--- config.mk ---
export PLATFORM = sky130hd
export DESIGN_NAME = exec_datapath_unit_flat
export DESIGN_NICKNAME = d
export VERILOG_FILES = /design/src/rtl/exec_datapath_unit_if.sv /design/src/rtl/exec_datapath_unit.sv /design/src/flat_wrapper.sv
export SDC_FILE = /design/constraint.sdc
export NUM_CORES = 1
export LEC_CHECK = 0
export CAP_MARGIN = 20
export CELL_PAD_IN_SITES_DETAIL_PLACEMENT = 0
export CELL_PAD_IN_SITES_GLOBAL_PLACEMENT = 1
export CORE_ASPECT_RATIO = 1.2
export CORE_MARGIN = 2
export CORE_UTILIZATION = 36
export CTS_CLUSTER_SIZE = 40
export DETAILED_ROUTE_END_ITERATION = 8
export PLACE_DENSITY = 0.86
export SYNTH_ARGS = -nofsm -noshare
export SYNTH_HDL_FRONTEND = slang
export SYNTH_SLANG_ARGS = --single-unit
--- constraint.sdc ---
create_clock -name clk -period 18.55 [get_ports clk]
set_input_delay 5.565 -clock clk [delete_from_list [all_inputs] [get_ports clk]]
set_output_delay 5.565 -clock clk [all_outputs]
set_load 0.05 [all_outputs]
--- src/rtl/exec_datapath_unit_if.sv ---
// rtl/exec_datapath_unit_if.sv - operand/control inputs and result/flag outputs of the execute slice
interface exec_datapath_unit_if #(
   parameter int DATA_W = 32,
   parameter int ADDR_W = 12
);
   logic [DATA_W-1:0] pc_in;
   logic [ADDR_W-1:0] addr_field;
   logic [DATA_W-1:0] reg_a;
   logic [DATA_W-1:0] reg_b;
   logic [5:0]        alu_control;
   logic              flags_we;
   logic [DATA_W-1:0] add_1_out;
   logic [DATA_W-1:0] adress_extend_out;
   logic [DATA_W-1:0] alu_result;
   logic [5:0]        alu_flags;
   logic [5:0]        flags;

   modport master (
      output pc_in, addr_field, reg_a, reg_b, alu_control, flags_we,
      input  add_1_out, adress_extend_out, alu_result, alu_flags, flags
   );

   modport slave (
      input  pc_in, addr_field, reg_a, reg_b, alu_control, flags_we,
      output add_1_out, adress_extend_out, alu_result, alu_flags, flags
   );
endinterface

--- src/rtl/exec_datapath_unit.sv ---
// rtl/exec_datapath_unit.sv - PC incrementer, jump-target extender, ALU and flags register (opcode 0x10 MUL under ALU_MUL_EN)
module exec_datapath_unit #(
   parameter int DATA_W = 32,
   parameter int ADDR_W = 12
) (
   input  logic                clk,
   input  logic                reset,
   exec_datapath_unit_if.slave bus
);
   localparam logic [5:0] OP_ADD  = 6'h00;
   localparam logic [5:0] OP_SUB  = 6'h01;
   localparam logic [5:0] OP_AND  = 6'h02;
   localparam logic [5:0] OP_OR   = 6'h03;
   localparam logic [5:0] OP_XOR  = 6'h04;
   localparam logic [5:0] OP_NOT  = 6'h05;
   localparam logic [5:0] OP_NOR  = 6'h06;
   localparam logic [5:0] OP_NAND = 6'h07;
   localparam logic [5:0] OP_SLL  = 6'h08;
   localparam logic [5:0] OP_SRL  = 6'h09;
   localparam logic [5:0] OP_SRA  = 6'h0A;
   localparam logic [5:0] OP_INC  = 6'h0B;
   localparam logic [5:0] OP_DEC  = 6'h0C;
   localparam logic [5:0] OP_PASA = 6'h0D;
   localparam logic [5:0] OP_PASB = 6'h0E;
   localparam logic [5:0] OP_SLT  = 6'h0F;
`ifdef ALU_MUL_EN
   localparam logic [5:0] OP_MUL  = 6'h10;
`endif
   localparam int MSB = DATA_W - 1;

   logic [DATA_W-1:0] w_add_b;
   logic              w_add_cin;
   logic [DATA_W:0]   w_add_full;
   logic              w_add_v;
   logic [4:0]        w_shamt;
   logic [DATA_W-1:0] w_result;
   logic              w_c;
   logic              w_v;
   logic              w_z;
   logic [5:0]        w_alu_flags;
   logic [5:0]        r_flags;

   assign bus.add_1_out         = bus.pc_in + {{(DATA_W-1){1'b0}}, 1'b1};
   assign bus.adress_extend_out = {{(DATA_W-ADDR_W){1'b0}}, bus.addr_field};

   // One shared adder: subtract-style ops feed ~B (or ~1) with carry-in so C means "no borrow"
   always_comb begin
      w_add_b   = bus.reg_b;
      w_add_cin = 1'b0;
      case (bus.alu_control)
         OP_SUB, OP_SLT: begin
            w_add_b   = ~bus.reg_b;
            w_add_cin = 1'b1;
         end
         OP_INC:  w_add_b = {{(DATA_W-1){1'b0}}, 1'b1};
         OP_DEC: begin
            w_add_b   = ~{{(DATA_W-1){1'b0}}, 1'b1};
            w_add_cin = 1'b1;
         end
         default: ;
      endcase
   end

   assign w_add_full = {1'b0, bus.reg_a} + {1'b0, w_add_b} + {{DATA_W{1'b0}}, w_add_cin};
   assign w_add_v    = (bus.reg_a[MSB] == w_add_b[MSB]) && (w_add_full[MSB] != bus.reg_a[MSB]);
   assign w_shamt    = bus.reg_b[4:0];

   // Operation select; C and V only come from the arithmetic ops, everything else leaves them 0
   always_comb begin
      w_result = '0;
      w_c      = 1'b0;
      w_v      = 1'b0;
      case (bus.alu_control)
         OP_ADD, OP_SUB, OP_INC, OP_DEC: begin
            w_result = w_add_full[MSB:0];
            w_c      = w_add_full[DATA_W];
            w_v      = w_add_v;
         end
         OP_AND:  w_result = bus.reg_a & bus.reg_b;
         OP_OR:   w_result = bus.reg_a | bus.reg_b;
         OP_XOR:  w_result = bus.reg_a ^ bus.reg_b;
         OP_NOT:  w_result = ~bus.reg_a;
         OP_NOR:  w_result = ~(bus.reg_a | bus.reg_b);
         OP_NAND: w_result = ~(bus.reg_a & bus.reg_b);
         OP_SLL:  w_result = bus.reg_a << w_shamt;
         OP_SRL:  w_result = bus.reg_a >> w_shamt;
         OP_SRA:  w_result = $signed(bus.reg_a) >>> w_shamt;
         OP_PASA: w_result = bus.reg_a;
         OP_PASB: w_result = bus.reg_b;
         OP_SLT: begin
            // signed less-than is the sign of A-B corrected by overflow
            w_result = {{(DATA_W-1){1'b0}}, w_add_full[MSB] ^ w_add_v};
            w_c      = w_add_full[DATA_W];
         end
`ifdef ALU_MUL_EN
         OP_MUL:  w_result = bus.reg_a * bus.reg_b;
`endif
         default: ;
      endcase
   end

   assign w_z         = (w_result == '0);
   assign w_alu_flags = {^w_result, !w_z && !w_result[MSB], w_v, w_c, w_result[MSB], w_z};
   assign bus.alu_result = w_result;
   assign bus.alu_flags  = w_alu_flags;

   // Flags register: async clear wins over a simultaneous enabled load
   always_ff @(posedge clk or negedge reset) begin
      if (!reset) begin
         r_flags <= 6'b0;
      end else if (bus.flags_we) begin
         r_flags <= w_alu_flags;
      end
   end

   assign bus.flags = r_flags;
endmodule

--- src/flat_wrapper.sv ---
// flat-port wrapper written by rule: the top's interface ports become plain ports
module exec_datapath_unit_flat 
#(
   parameter int DATA_W = 32,
   parameter int ADDR_W = 12
)
  (clk, reset, bus_pc_in, bus_addr_field, bus_reg_a, bus_reg_b, bus_alu_control, bus_flags_we, bus_add_1_out, bus_adress_extend_out, bus_alu_result, bus_alu_flags, bus_flags);
  exec_datapath_unit_if #(.DATA_W(DATA_W), .ADDR_W(ADDR_W)) bus_i ();
  input  logic clk;
  input  logic reset;
  input wire logic [$bits(bus_i.pc_in)-1:0] bus_pc_in;
  input wire logic [$bits(bus_i.addr_field)-1:0] bus_addr_field;
  input wire logic [$bits(bus_i.reg_a)-1:0] bus_reg_a;
  input wire logic [$bits(bus_i.reg_b)-1:0] bus_reg_b;
  input wire logic [$bits(bus_i.alu_control)-1:0] bus_alu_control;
  input wire logic [$bits(bus_i.flags_we)-1:0] bus_flags_we;
  output wire logic [$bits(bus_i.add_1_out)-1:0] bus_add_1_out;
  output wire logic [$bits(bus_i.adress_extend_out)-1:0] bus_adress_extend_out;
  output wire logic [$bits(bus_i.alu_result)-1:0] bus_alu_result;
  output wire logic [$bits(bus_i.alu_flags)-1:0] bus_alu_flags;
  output wire logic [$bits(bus_i.flags)-1:0] bus_flags;
  assign bus_i.pc_in = bus_pc_in;
  assign bus_i.addr_field = bus_addr_field;
  assign bus_i.reg_a = bus_reg_a;
  assign bus_i.reg_b = bus_reg_b;
  assign bus_i.alu_control = bus_alu_control;
  assign bus_i.flags_we = bus_flags_we;
  assign bus_add_1_out = bus_i.add_1_out;
  assign bus_adress_extend_out = bus_i.adress_extend_out;
  assign bus_alu_result = bus_i.alu_result;
  assign bus_alu_flags = bus_i.alu_flags;
  assign bus_flags = bus_i.flags;
  exec_datapath_unit #(.DATA_W(DATA_W), .ADDR_W(ADDR_W)) u_core (.clk(clk), .reset(reset), .bus(bus_i));
endmodule
Yosys cells after proc, flatten, opt, wreduce, memory -nomap -nowiden:

Cells that the tools add are included.

* register bits: 6
* latch bits: 0
* memory bits (writable): 0
* memory bits (read-only): 0
* input bits: 117
* memories kept: 0

* add/subtract/negate cells: 3
* $mul: 0
* divide/modulo/power cells: 0
* $lt $le $gt $ge: 0
* equal/unequal tests: 17
* shift-type cells: 3
* multiplexer cells: 5
* bitwise gates (word level): 8
* reductions and logical operators: 11

Operators by type and width (count)
* 32-bit case mux with 13 select lines: 1
* 32-bit NOT: 4
* 32-bit case mux with 3 select lines: 1
* 6-bit by 4-bit == test with 1-bit output (second input constant): 8
* 32-bit by 32-bit adder with 33-bit output: 1
* 33-bit by 1-bit adder with 33-bit output: 1
* 32-bit by 1-bit adder with 32-bit output (second input constant): 1
* 32-bit AND: 1
* 32-bit zero test: 1
* 32-bit bitwise OR: 1
* 32-bit parity: 1
* 32-bit by 5-bit << shifter with 32-bit output: 1
* 32-bit by 5-bit >> shifter with 32-bit output: 1
* 32-bit by 5-bit >>> shifter with 32-bit output: 1
* 32-bit bitwise XOR: 1
* 6-bit by 3-bit == test with 1-bit output (second input constant): 4
* 6-bit by 2-bit == test with 1-bit output (second input constant): 2
* 6-bit by 1-bit == test with 1-bit output (second input constant): 1
* 6-bit zero test: 1
* 5-bit OR reduction: 1
* 4-bit OR reduction: 1
* 1-bit 2-to-1 mux: 3
* 3-bit OR reduction: 1
* 1-bit logical AND: 2
* 5 further kinds: 6

Longest topological paths before layout:

* word-level depth: 12
* mapped depth: 24
* mapped depth without buffers: 21

Worst setup path after synthesis:

OpenSTA, ideal clock, no wires.

* kind: in2out
* from: input bus_alu_control[0]
* to: output bus_alu_flags[5]
* data arrival time: 10.487 ns
* data required time: 12.985 ns
* path slack: 2.498 ns
* stages on the path: 22
* cells stage by stage: buf_2 clkbuf_1 buf_1 nand3_1 clkbuf_1 nand2_1 o31ai_1 fa_1 fa_1 nand2b_1 a21oi_1 o211ai_1 a21oi_1 nor2_1 a211oi_1 xnor2_1 o21a_1 ha_1 xnor2_1 xnor2_1 xnor2_1 xnor2_1

* longest elaborated chain between the ends: 10
* elaborated cells between the ends (all ways): 29

RTL lines
* start, declared: RTL line flat_wrapper.sv:15 `input wire logic [$bits(bus_i.alu_control)-1:0] bus_alu_control;`
* 6-bit by 4-bit == test with 1-bit output or 6-bit by 1-bit == test with 1-bit output (tied branches): RTL line exec_datapath_unit.sv:50, exec_datapath_unit.sv:73
* 2-bit OR reduction: RTL line exec_datapath_unit.sv:50 `case (bus.alu_control)`
* 32-bit case mux with 3 select lines: RTL line exec_datapath_unit.sv:50
* 32-bit by 32-bit adder with 33-bit output: RTL line exec_datapath_unit.sv:64 `assign w_add_full = {1'b0, bus.reg_a} + {1'b0, w_add_b} + {{DATA_W{1'b0}}, w_add_cin};`
* 33-bit by 1-bit adder with 33-bit output: RTL line exec_datapath_unit.sv:64
* 1-bit != test: RTL line exec_datapath_unit.sv:65 `assign w_add_v = (bus.reg_a[MSB] == w_add_b[MSB]) && (w_add_full[MSB] != bus.reg_a[MSB]);`
* 1-bit logical AND: RTL line exec_datapath_unit.sv:65
* 1-bit bitwise XOR: RTL line exec_datapath_unit.sv:92 `w_result = {{(DATA_W-1){1'b0}}, w_add_full[MSB] ^ w_add_v};`
* 32-bit case mux with 13 select lines (*): RTL line exec_datapath_unit.sv:73 `case (bus.alu_control)`
* 32-bit parity (*): RTL line exec_datapath_unit.sv:103 `assign w_alu_flags = {^w_result, !w_z && !w_result[MSB], w_v, w_c, w_result[MSB], w_z};`
* end, declared: RTL line flat_wrapper.sv:20 `output wire logic [$bits(bus_i.alu_flags)-1:0] bus_alu_flags;`

Every way passes the cells marked *; elsewhere a longest branch is shown, timed or not.

Worst setup path after layout:

* from: input bus_alu_control[3]
* to: output bus_alu_flags[5]

Same word-level chain as after synthesis.

==> flow_summary.json <==
{
  "synth_flop_cell": "dfrtp_1",
  "critPathMaxFanout": 32,
  "largest_reg_flops": 6,
  "combPwrFrac": 0.906,
  "setup_viol_count_final": 0,
  "cpPeakStageDelay_ns": 0.62,
  "hold_class": "register to register",
  "max_clock_freq_ghz": 0.05913,
  "path_common_cell": "xnor2_1",
  "cts_buffers": 3,
  "critPathSlowestCell": "clkdlybuf4s50_1",
  "clockRootBuffer": "clkbuf_16",
  "synth-edff-count": 0,
  "layout_min_cycle_time_ns": 16.91,
  "grt_pass1_vias": 12100,
  "p_int_uw": 229.7,
  "worstSetupStartpoint": "bus_alu_control[3]",
  "final_hold_viol_count": 0,
  "sw_frac_of_total": 0.5730,
  "cp-end-kind": "primary output",
  "peakVddDrop_mv": 0.1021,
  "r2r_end": "u_core.bus.flags[4]",
  "cts.sinks": 6,
  "critPathLaunchType": "input port",
  "fin_tns_setup_ns": 0,
  "gp_congestion": 1.074,
  "wl_per_cell_um": 24.63,
  "antenna_found_initial": 0,
  "htree_levels": 1,
  "drc": 0,
  "synth-seq-area-share": 0.01411,
  "async_flop_share": 1.000,
  "drt.antenna.violating_nets": 0,
  "clock_latency_ns": 0.22,
  "path_class": "input port to primary output",
  "hpwl_um": 36880,
  "rrSetupSlack_ns": 17.76,
  "post_cts_resized": 0,
  "die_w_um": 160.9,
  "synth_cells": 1503,
  "status": "finished, final reports clean",
  "grt_max_degree": 73,
  "drive_above_1_share": 0.07559,
  "final_max_slew_viol_count": 0,
  "relSlewSlack": 0.3165,
  "worstPathArrival_ns": 11.35,
  "portBuffers": 180,
  "grt_setup_unrepaired": "no",
  "setup_ws_ns": 1.639,
  "io_pins": 225,
  "synth_cell_types": 88,
  "tightestPinTransition_ns": 1.024,
  "fp-row-count": 68,
  "hold_start": "u_core.bus.flags[0]",
  "vias": 12770,
  "syn-cell-area_um2": 10640,
  "hold_depth": 1,
  "diodes": 0,
  "final_nets": 1795,
  "p_seq_frac": 0.030,
  "die_area_um2": 30950,
  "grt_pass1_wl_um": 72090,
  "p_switching_uw": 308.2,
  "rr_startpoint": "u_core.bus.flags[4]",
  "layout_commonest_cell": "clkdlybuf4s50_1",
  "cap_violations": 0,
  "avgSynthCellArea_um2": 7.078,
  "crit_chain": "clkdlybuf4s50_1 -> or2_2 -> o21ai_0 -> nand3_1 -> buf_4 -> and2_1 -> fa_1 -> fa_1 -> nand2b_1 -> a21oi_1 -> o211ai_1 -> a21oi_1 -> nor2_1 -> a211oi_1 -> xnor2_1 -> o21a_1 -> ha_1 -> xnor2_1 -> xnor2_1 -> xnor2_1 -> xnor2_1 -> buf_12",
  "pre_cts_ws_ns": 1.713,
  "cts_post_setup_buffers_inserted": 0,
  "final_cell_mix": "clkdlybuf4s50_1 (171), nand2_1 (163), nor2_1 (138)",
  "clkPwrFrac": 0.064,
  "holdBufCountCts": 0,
  "path_clk_slew_ns": 0.03,
  "hold-path-endpoint": "u_core.bus.flags[0]",
  "syn2layout_area_growth_pct": 16.29,
  "firstDrtPassIters": 7,
  "die_h_um": 192.3,
  "cts_tree": "built",
  "ys_warn_count": 0,
  "final.period_utilization": 0.9116,
  "clock_path_buffers": 2,
  "fillers": 3083,
  "start_util": 0.3677,
  "clock_skew_ns": 0,
  "ys_ff_latch": 6,
  "r2r_cells": 3,
  "grt-ovfl-total": 0,
  "p_leak_uw": 0.005063,
  "initialDrtViolationCount": 1543,
  "grt_use_total": 0.2970,
  "wl_um": 47940,
  "coreArea_um2": 28930,
  "vias_per_cell": 6.564,
  "cp.required_ns": 12.98,
  "pwr_density_cell_nw_per_um2": 43.48
}
-- metrics by stage --
step                      hold slack [ns]    util  area [um2]  cells  total power, uW
after floorplan                    0.8213       -       10710   1522            339.4
after global placement             0.4899  0.4250       12300   1943            490.5
after detailed placement           0.4963  0.4250       12300   1943            493.8
after CTS                          0.5035  0.4276       12370   1946            530.3
after global routing               0.5244  0.4276       12370   1946            566.3
final                              0.5045  0.4276       12370   1946            537.9
-- area by class of cell --
cell class,instances,area [um2],area share
Inverter,79,296.5,0.02397
Timing Repair Buffer,205,1982,0.1602
Tap cell,385,481.7,0.03894
Multi-Input combinational cell,1268,9385,0.7587
Clock buffer,3,75.07,0.006069
Sequential cell,6,150.1,0.01214
-- critical path: cells and delay by family --
kind	cells	cell delay (ns)
AOI/OAI and AO/OA	6	1.51
xor gates and xnor gates	5	0.97
adders and majority gates	3	1.16
buffers and inverters	3	1.08
and+or+nand+nor	5	1.04
-- how the worst max path moves through the flow --
| stage | end | slack (ns) | cells past startpoint |
|---|---|---|---|
| 2_1_floorplan | bus_alu_flags[5] | 2.50 | 22 |
| 3_3_place_gp | bus_alu_flags[5] | 1.80 | 22 |
| 3_5_place_dp | bus_alu_flags[5] | 1.71 | 22 |
| 4_1_cts | bus_alu_flags[5] | 1.70 | 22 |
| 5_1_grt | bus_alu_flags[5] | 1.32 | 22 |
| 6_report | bus_alu_flags[5] | 1.64 | 22 |
-- power groups by stage --
stage | logic, uW | clock network (uW) | registers (uW)
2_1_floorplan | 317 | 0 | 22.2
3_3_place_gp | 474 | 0 | 16.2
3_5_place_dp | 478 | 0 | 16.2
4_1_cts | 479 | 34.9 | 16.1
5_1_grt | 514 | 35.7 | 16.3
6_report | 487 | 34.6 | 16.2
-- synth_stat cells, types with 8 or more instances --
library cell / n / share of area
clkbuf_1: 77 / 0.027
nor3_1: 21 / 0.0099
and3_1: 15 / 0.0088
xor2_1: 20 / 0.016
mux4_2: 38 / 0.080
nor2b_1: 10 / 0.0059
nor4_1: 8 / 0.0047
nor2_1: 138 / 0.049
o211ai_1: 47 / 0.033
o221ai_1: 24 / 0.020
buf_2: 35 / 0.016
nand2b_1: 14 / 0.0082
a211oi_1: 24 / 0.017
buf_6: 8 / 0.0085
a21oi_1: 91 / 0.043
nand2_1: 163 / 0.058
a221oi_1: 19 / 0.016
ha_1: 113 / 0.13
buf_4: 42 / 0.030
o22ai_1: 9 / 0.0053
a21o_1: 23 / 0.016
inv_1: 78 / 0.028
mux2i_1: 44 / 0.041
nand3_1: 48 / 0.023
o21ai_0: 77 / 0.036
a31oi_1: 17 / 0.010
nand4_1: 21 / 0.012
a221o_1: 32 / 0.030
xnor2_1: 50 / 0.041
a22oi_1: 16 / 0.011
o2111ai_1: 19 / 0.016
mux2_2: 16 / 0.017
-- layer usage --
layer / global-route usage / vias to the layer above / wire [um]
li1: - / 5754 / -
met1: 0.3752 / 6090 / 18590
met2: 0.5000 / 781 / 22040
met3: 0.03568 / 148 / 4387
met4: 0.1504 / 0 / 2924
met5: 0 / - / 0
-- logic make-up after synthesis --
kind of cell	count (synthesis)	synth area share
buf+inv	248	0.1121
fa+ha+maj	115	0.1367
xor+xnor	70	0.05763
other cells	1	0.0003525
compound gates	484	0.3264
flops	6	0.01411
mux	99	0.1413
simple gates	480	0.2115
No activity file was read; power rests on OpenSTA's default activity.
